===== config.mk =====
export PLATFORM = sky130hd
export DESIGN_NAME = fetch_queue
export DESIGN_NICKNAME = d
export VERILOG_FILES = /design/src/rtl/fetch_queue_pkg.sv /design/src/rtl/fetch_queue.sv
export SDC_FILE = /design/constraint.sdc
export NUM_CORES = 1
export LEC_CHECK = 0
export CORE_UTILIZATION = 25
export DETAILED_ROUTE_END_ITERATION = 7
export HOLD_SLACK_MARGIN = 0.08
export PLACE_DENSITY = 0.46
export SLEW_MARGIN = 5
export SYNTH_ARGS = -nofsm -noshare
export SYNTH_HDL_FRONTEND = slang
export SYNTH_SLANG_ARGS = --single-unit

===== constraint.sdc =====
create_clock -name clk -period 7.5 [get_ports clk]
set_clock_uncertainty 0.2 [all_clocks]
set_input_delay 0.75 -clock clk [delete_from_list [all_inputs] [get_ports clk]]
set_output_delay 0.75 -clock clk [all_outputs]
set_load 0.005 [all_outputs]

===== src/rtl/fetch_queue_pkg.sv =====
// Shared types for the fetch-to-decode instruction buffer.
// Holds the pipeline handshake structs and the queue entry layout.
package fetch_queue_pkg;

    localparam int FETCH_QUEUE_DEPTH = 4;

    typedef struct packed {
        logic [31:0] pc;
        logic [31:0] inst;
    } FetchInfo;

    typedef struct packed {
        logic stall;
        logic flush;
    } PipeControl;

    typedef struct packed {
        logic       stall_req;
        logic [3:0] flush_req;
    } PipeRequest;

    typedef struct packed {
        logic [31:0] pc;
        logic [31:0] inst;
        logic        err;
    } FetchQueueEntry;

endpackage


===== src/rtl/fetch_queue.sv =====
// Circular FIFO buffering fetched instructions ahead of decode, with near-full stall request.
// Optional empty-queue bypass (zero latency) enabled by defining FETCH_QUEUE_BYPASS_EN.
module fetch_queue
    import fetch_queue_pkg::*;
#(
    parameter int DEPTH        = FETCH_QUEUE_DEPTH,
    parameter int STALL_MARGIN = 1
) (
    input  logic                 clk,
    input  logic                 rst_n,
    input  PipeControl           pipe,
    input  logic                 in_valid,
    input  FetchInfo             in_info,
    input  logic                 in_error,
    output PipeRequest           req,
    output logic                 out_valid,
    output FetchInfo             out_info,
    output logic                 out_error,
    input  logic                 out_ready,
    output logic [$clog2(DEPTH):0] count,
    output logic                 overflow
);

    localparam int PTR_W = $clog2(DEPTH);
    localparam int CNT_W = PTR_W + 1;
    localparam logic [CNT_W-1:0] DEPTH_C  = CNT_W'(DEPTH);
    localparam logic [CNT_W-1:0] THRESH_C = CNT_W'(DEPTH - STALL_MARGIN);

    FetchQueueEntry mem_q [DEPTH];

    logic [PTR_W-1:0] rd_ptr_q, rd_ptr_d;
    logic [PTR_W-1:0] wr_ptr_q, wr_ptr_d;
    logic [CNT_W-1:0] count_q, count_d;
    logic             overflow_q, overflow_d;
    logic             stall_req_q, stall_req_d;

    logic             head_valid;
    logic             bypass;
    logic             valid_out;
    logic             pop;
    logic             push;
    logic             do_push;
    logic             do_pop;
    FetchQueueEntry   in_entry;
    FetchQueueEntry   out_entry;

    always_comb begin
        in_entry   = '{pc: in_info.pc, inst: in_info.inst, err: in_error};
        head_valid = (count_q != '0);
`ifdef FETCH_QUEUE_BYPASS_EN
        bypass     = (count_q == '0) & in_valid & ~pipe.flush;
`else
        bypass     = 1'b0;
`endif
        valid_out  = head_valid | bypass;
        pop        = valid_out & out_ready & ~pipe.stall & ~pipe.flush;
        push       = in_valid & ~pipe.flush & ((count_q < DEPTH_C) | pop);
        // A bypassed entry consumed the same cycle never touches storage.
        do_push    = push & ~(bypass & pop);
        do_pop     = pop & ~bypass;
    end

    always_comb begin
        rd_ptr_d   = rd_ptr_q;
        wr_ptr_d   = wr_ptr_q;
        count_d    = count_q;
        overflow_d = overflow_q;
        if (pipe.flush) begin
            rd_ptr_d   = wr_ptr_q;
            count_d    = '0;
            overflow_d = 1'b0;
        end else begin
            if (do_push) begin
                wr_ptr_d = wr_ptr_q + 1'b1;
            end
            if (do_pop) begin
                rd_ptr_d = rd_ptr_q + 1'b1;
            end
            if (do_push && !do_pop) begin
                count_d = count_q + 1'b1;
            end else if (do_pop && !do_push) begin
                count_d = count_q - 1'b1;
            end
            if (in_valid && (count_q == DEPTH_C) && !pop) begin
                overflow_d = 1'b1;
            end
        end
        stall_req_d = (count_d >= THRESH_C);
    end

    always_ff @(posedge clk or negedge rst_n) begin
        if (!rst_n) begin
            rd_ptr_q    <= '0;
            wr_ptr_q    <= '0;
            count_q     <= '0;
            overflow_q  <= 1'b0;
            stall_req_q <= 1'b0;
        end else begin
            rd_ptr_q    <= rd_ptr_d;
            wr_ptr_q    <= wr_ptr_d;
            count_q     <= count_d;
            overflow_q  <= overflow_d;
            stall_req_q <= stall_req_d;
        end
    end

    // Storage has no reset; the head is masked to zero while empty instead.
    always_ff @(posedge clk) begin
        if (do_push) begin
            mem_q[wr_ptr_q] <= in_entry;
        end
    end

    always_comb begin
        if (bypass) begin
            out_entry = in_entry;
        end else if (head_valid) begin
            out_entry = mem_q[rd_ptr_q];
        end else begin
            out_entry = '0;
        end
    end

    assign out_valid     = valid_out;
    assign out_info.pc   = out_entry.pc;
    assign out_info.inst = out_entry.inst;
    assign out_error     = out_entry.err;
    assign count         = count_q;
    assign overflow      = overflow_q;
    assign req.stall_req = stall_req_q;
    assign req.flush_req = 4'b0000;

endmodule


Word level (Yosys, flattened, before mapping)
Memories as Yosys holds them, arrays and structs flattened.
Cells that the tools add are included.
- bits in registers: 9
- memory bits (writable): 260
- bits of input ports: 71
- output and inout port bits: 75
- logic and storage cells: 41
- memories: 1
- $add $sub $neg: 4
- $lt $le $gt $ge: 2
- equality and inequality tests: 1
- mux-type cells: 10
- bitwise logic cells: 8
- reductions and logical operators: 10
- memory list (name ; words ; width ; read ports ; clocked after memory_dff ; wr ports ; RTL line ; source):
    mem_q ; 4 ; 65 ; 1 ; 0 ; 1 ; fetch_queue.sv:29 ; FetchQueueEntry mem_q [DEPTH];
- operators by type and width (operator ; number):
    two-way mux 65 bit ; 1
    two-way mux 3 bit ; 3
    bitwise AND 1 bit ; 5
    adder 2 x 1 -> 2 bit, second input constant ; 2
    logical AND 1 bit ; 4
    two-way mux 1 bit ; 4
    two-way mux 2 bit ; 2
    nonzero test 2 bit ; 2
    adder 3 x 1 -> 3 bit, second input constant ; 1
    == test 3 bit, second input constant ; 1
    greater-or-equal comparator 3 x 2 -> 1 bit, second input constant ; 1
    < comparator 3 bit, second input constant ; 1
    nonzero test 3 bit ; 1
    subtractor 3 x 1 -> 3 bit, second input constant ; 1
    logical NOT 1 bit ; 2
    NOT 1 bit ; 2
    AND reduction 2 bit ; 1
    OR 1 bit ; 1

Longest topological paths before layout
- word-level depth: 12
- mapped depth: 7

Worst setup path before layout
OpenSTA, ideal clock, no wires.
- path kind: in2reg
- start: in pipe[0] (netlist bit)
- end: mem mem_q[0][0] (netlist bit), enable pin
- setup time: 0.430 ns
- arrival: 2.974 ns
- data required time: 6.870 ns
- slack: 3.896 ns
- stages: 4
- buffers on the path: 1
- cells stage by stage: clkbuf_1 > nand2b_1 > a21oi_1 > and2_1
- cells in the longest elaborated chain, start to end: 6
- RTL lines (item ; RTL line ; source):
    from (decl) ; fetch_queue.sv:11 ; input PipeControl pipe,
    NOT 1 bit (no line) (*) ; n/a ;
    bitwise AND 1 bit ; fetch_queue.sv:56 ; pop = valid_out & out_ready & ~pipe.stall & ~pipe.flush;
    OR 1 bit ; fetch_queue.sv:57 ; push = in_valid & ~pipe.flush & ((count_q < DEPTH_C) | pop);
    bitwise AND 1 bit (*) ; fetch_queue.sv:57 ;
    two-way mux 1 bit (*) ; fetch_queue.sv:109 ; if (do_push) begin
    two-way mux 1 bit (implied by the code) (*) ; fetch_queue.sv:110 ; mem_q[wr_ptr_q] <= in_entry;
    to (decl) ; fetch_queue.sv:29 ;
Every way passes the cells marked *; elsewhere a longest branch is shown, timed or not.

==> impl_results.rst <==
.. list-table::
   :header-rows: 1

   * - Metric
     - Value
   * - Number of distinct library cell variants in the gate-level netlist after synthesis
     - 34
   * - Delay of the slowest cell on the worst path
     - 0.87 ns
   * - Number of buffers inserted to repair setup after CTS
     - 0
   * - Peak VDD IR
     - 166 µV
   * - Vias per inst
     - 4.22
   * - Number of global-route vias before repair
     - 5,620
   * - Fraction of the core area covered by cells at the end of the flow
     - 0.324
   * - RR Startpoint
     - count[1]
   * - Maximum number of buffers from clock root to sink
     - 3
   * - Total global routing overflow
     - 0
   * - Area growth from synthesis to layout
     - 27.1%
   * - Post-synth EDFFs
     - 260
   * - Top routing layer in use
     - met4
   * - Vias after detailed routing
     - 5,013
   * - Required time at the endpoint of the critical path
     - 6.55 ns
   * - Placed cells
     - 1,135
   * - Antenna violations before repair
     - 0
   * - Clock root buffer
     - sky130_fd_sc_hd__clkbuf_16
   * - Remaining antenna violation count after routing
     - 0
   * - Number of clock buffers inserted by TritonCTS
     - 30
   * - Cell with the most instances after synthesis
     - sky130_fd_sc_hd__edfxtp_1
   * - RSZ-0062 raised after global routing
     - no
   * - Hold_buf cts
     - 0
   * - Final setup violating endpoints
     - 0
   * - Pin count of the biggest net entering global routing
     - 67
   * - Cells taking the most area after synthesis
     - sky130_fd_sc_hd__edfxtp_1 (74%), sky130_fd_sc_hd__mux4_2 (14%), sky130_fd_sc_hd__and2_1 (4.1%), sky130_fd_sc_hd__dfrtp_1 (2.1%), sky130_fd_sc_hd__ha_1 (0.83%)
   * - Total leakage power
     - 4.24 nW
   * - Min-Delay Path Class
     - primary input to asynchronous set/reset pin
   * - Final standard cell count with taps included and fillers excluded
     - 1,188
   * - Final min period
     - 4.40 ns
   * - Critical path capture point type
     - primary output
   * - Yosys Warn Count
     - 0
   * - Initial Util
     - 0.255
   * - Final weighted congestion in routability-driven placement
     - 0.663
   * - Count of input and output buffers
     - 141
   * - I/O pin count
     - 146
   * - Worst hold slack
     - 0.316 ns
   * - Relative slew margins
     - 0.269
   * - Fraction of layout instances using a drive strength above 1
     - 0.183
   * - GRT Util Overall
     - 0.107
   * - Total Wirelength
     - 22.9 mm
   * - Nets
     - 713
   * - Hold violation count in the final report
     - 0
   * - Setup slack of the most critical reg-to-reg path
     - 4.61 ns
   * - Average cell area after synthesis
     - 21.8 µm²
   * - First-pass GRT wire length
     - 33.9 mm
   * - Met1 WL
     - 9.91 mm
   * - Area fraction of the dominant cell type after synthesis
     - 0.744
   * - Met2 Routed Length
     - 11.3 mm
   * - Count of unresolved DRC violations after routing
     - 6
   * - Number of max-slew violations in the final report
     - 0
   * - Share of the clock period used by the worst path after layout
     - 0.587
   * - Proportion of synthesized flip-flops having asynchronous set or reset
     - 0.0335
   * - Clock latency on the worst-skew pair
     - 0.55 ns
   * - Die height
     - 207 µm
   * - Rows
     - 74
   * - Post-Synthesis Cells
     - 481
   * - CP max stage cell
     - sky130_fd_sc_hd__dfrtp_4
   * - Worst-path clk slew
     - 0.06 ns
   * - Nature of the critical path startpoint
     - register
   * - Most frequent cells after synthesis
     - sky130_fd_sc_hd__edfxtp_1 (260), sky130_fd_sc_hd__and2_1 (69), sky130_fd_sc_hd__mux4_2 (65)
   * - Routed wl met3
     - 1.25 mm
   * - Core Footprint
     - 0.0411 mm²
   * - Proportion of synthesized chip area in sequential cells
     - 0.765
   * - Transition time at the pin with the least slew margin
     - 1.10 ns
   * - Die Area
     - 0.0428 mm²
   * - Clock Sinks
     - 269
   * - List of cells traversed by the critical path
     - buf_4, mux4_2, and2_1, clkdlybuf4s50_1
   * - Horizontal die dimension
     - 207 µm
   * - Cell taking the most area after synthesis
     - sky130_fd_sc_hd__edfxtp_1
   * - Starting DRC count in detailed routing
     - 238
   * - Critical path class
     - register to primary output
   * - Max-capacitance violation count
     - 0
   * - H-tree Lvls
     - 1
   * - Ant diodes
     - 0
   * - Highest attainable clock frequency
     - 227 MHz
   * - Reg2reg end
     - stall_req_q
   * - Number of cell instances on the worst register-to-register path
     - 8
   * - Number of synthesized register bits
     - 269
   * - Arrival time at the worst endpoint
     - 3.45 ns
   * - DR WL/cell
     - 19.3 µm
   * - Accumulated negative setup slack
     - 0 ns
   * - Synth Flop Type
     - sky130_fd_sc_hd__edfxtp_1
   * - Synthesized area
     - 0.0105 mm²
   * - Power Density
     - 353 mW/mm²
   * - CTS-repair resized insts
     - 0
   * - Run status
     - finished, violations left
   * - CTS tree
     - done
   * - Violations in the final reports
     - design-rule violations
   * - Number of detailed-routing iterations run before antenna repair
     - 8
   * - Maximum fanout encountered on the critical timing path
     - 36
   * - Detailed-placement wirelength estimate
     - 12.9 mm
cells in the final DEF (no fill, tap or decap), drive strengths merged, types with 4 or more instances in the layout:
master and count:
and2 69, buf 6, clkbuf 36, clkdlybuf4s50 141, clkinv 15, conb 4
dfrtp 9, edfxtp 260, ha 7, inv 6, mux4 65, nand2 4
nand2b 5, nor2 4, o21ai 4
worst max-delay path: cells and delay by family (launching register included):
kind | cells | cell delay (ns)
buffers and inverters | 2 | 1.22
flip-flops | 1 | 0.87
multiplexers | 1 | 0.60
AND/OR/NAND/NOR | 1 | 0.19
per-layer routing:
layer | vias to the layer above | global-route usage
met3 | 30 | 0.0251
met1 | 2636 | 0.138
met4 | 0 | 0.0328
met5 | - | 0
li1 | 2232 | -
met2 | 115 | 0.179
registers in the layout, summed over array words and instances, names as in the netlist:
register     flops
stall_req_q      1
mem_q          260
wr_ptr_q         2
overflow         1
count            3
rd_ptr_q         2
area by class of cell:
class	count	area, µm²
fill	3964	27800
sequential	269	8040
multi-input combinational	181	2250
timing repair buffer	147	1460
clock buffer	36	795
tap	532	666
clock inverter	17	108
inverter	6	22.5
power by group:
| group | internal (mW) | switching, mW | total, mW |
|---|---|---|---|
| clock network | 0.780 | 0.567 | 1.35 |
| registers | 1.82 | 0.171 | 1.99 |
| logic | 0.831 | 0.538 | 1.37 |
logic make-up after synthesis:
logic type,count (synthesis),synth area share
other cells,1,0.000357
fa+ha+maj,7,0.00835
buf+inv,34,0.0221
compound gates,14,0.00966
xor+xnor,3,0.00250
mux,66,0.141
simple gates,87,0.0510
flops,269,0.765
through the flow:
step	setup slack [ns]	area (µm²)	total power, mW
floorplan	3.90	10500	2.76
global placement	3.53	12400	3.44
detailed placement	3.50	12400	3.45
CTS	2.91	13300	4.82
global route	2.81	13300	4.96
finish	3.10	13300	4.71
worst max path at each step:
| stage | startpoint | endpoint | slack, ns | cells past startpoint |
|---|---|---|---|---|
| 3_5_place_dp | pipe[0] | mem_q[3][24] | 3.50 | 5 |
| 3_3_place_gp | rd_ptr_q[0] | out_info[41] | 3.53 | 4 |
| 6_report | rd_ptr_q[0] | out_info[48] | 3.10 | 4 |
| 4_1_cts | rd_ptr_q[0] | out_info[48] | 2.91 | 4 |
| 2_1_floorplan | pipe[0] | mem_q[0][0] | 3.90 | 4 |
| 5_1_grt | rd_ptr_q[0] | out_info[16] | 2.81 | 4 |
Power figures use the tool's default switching activity.
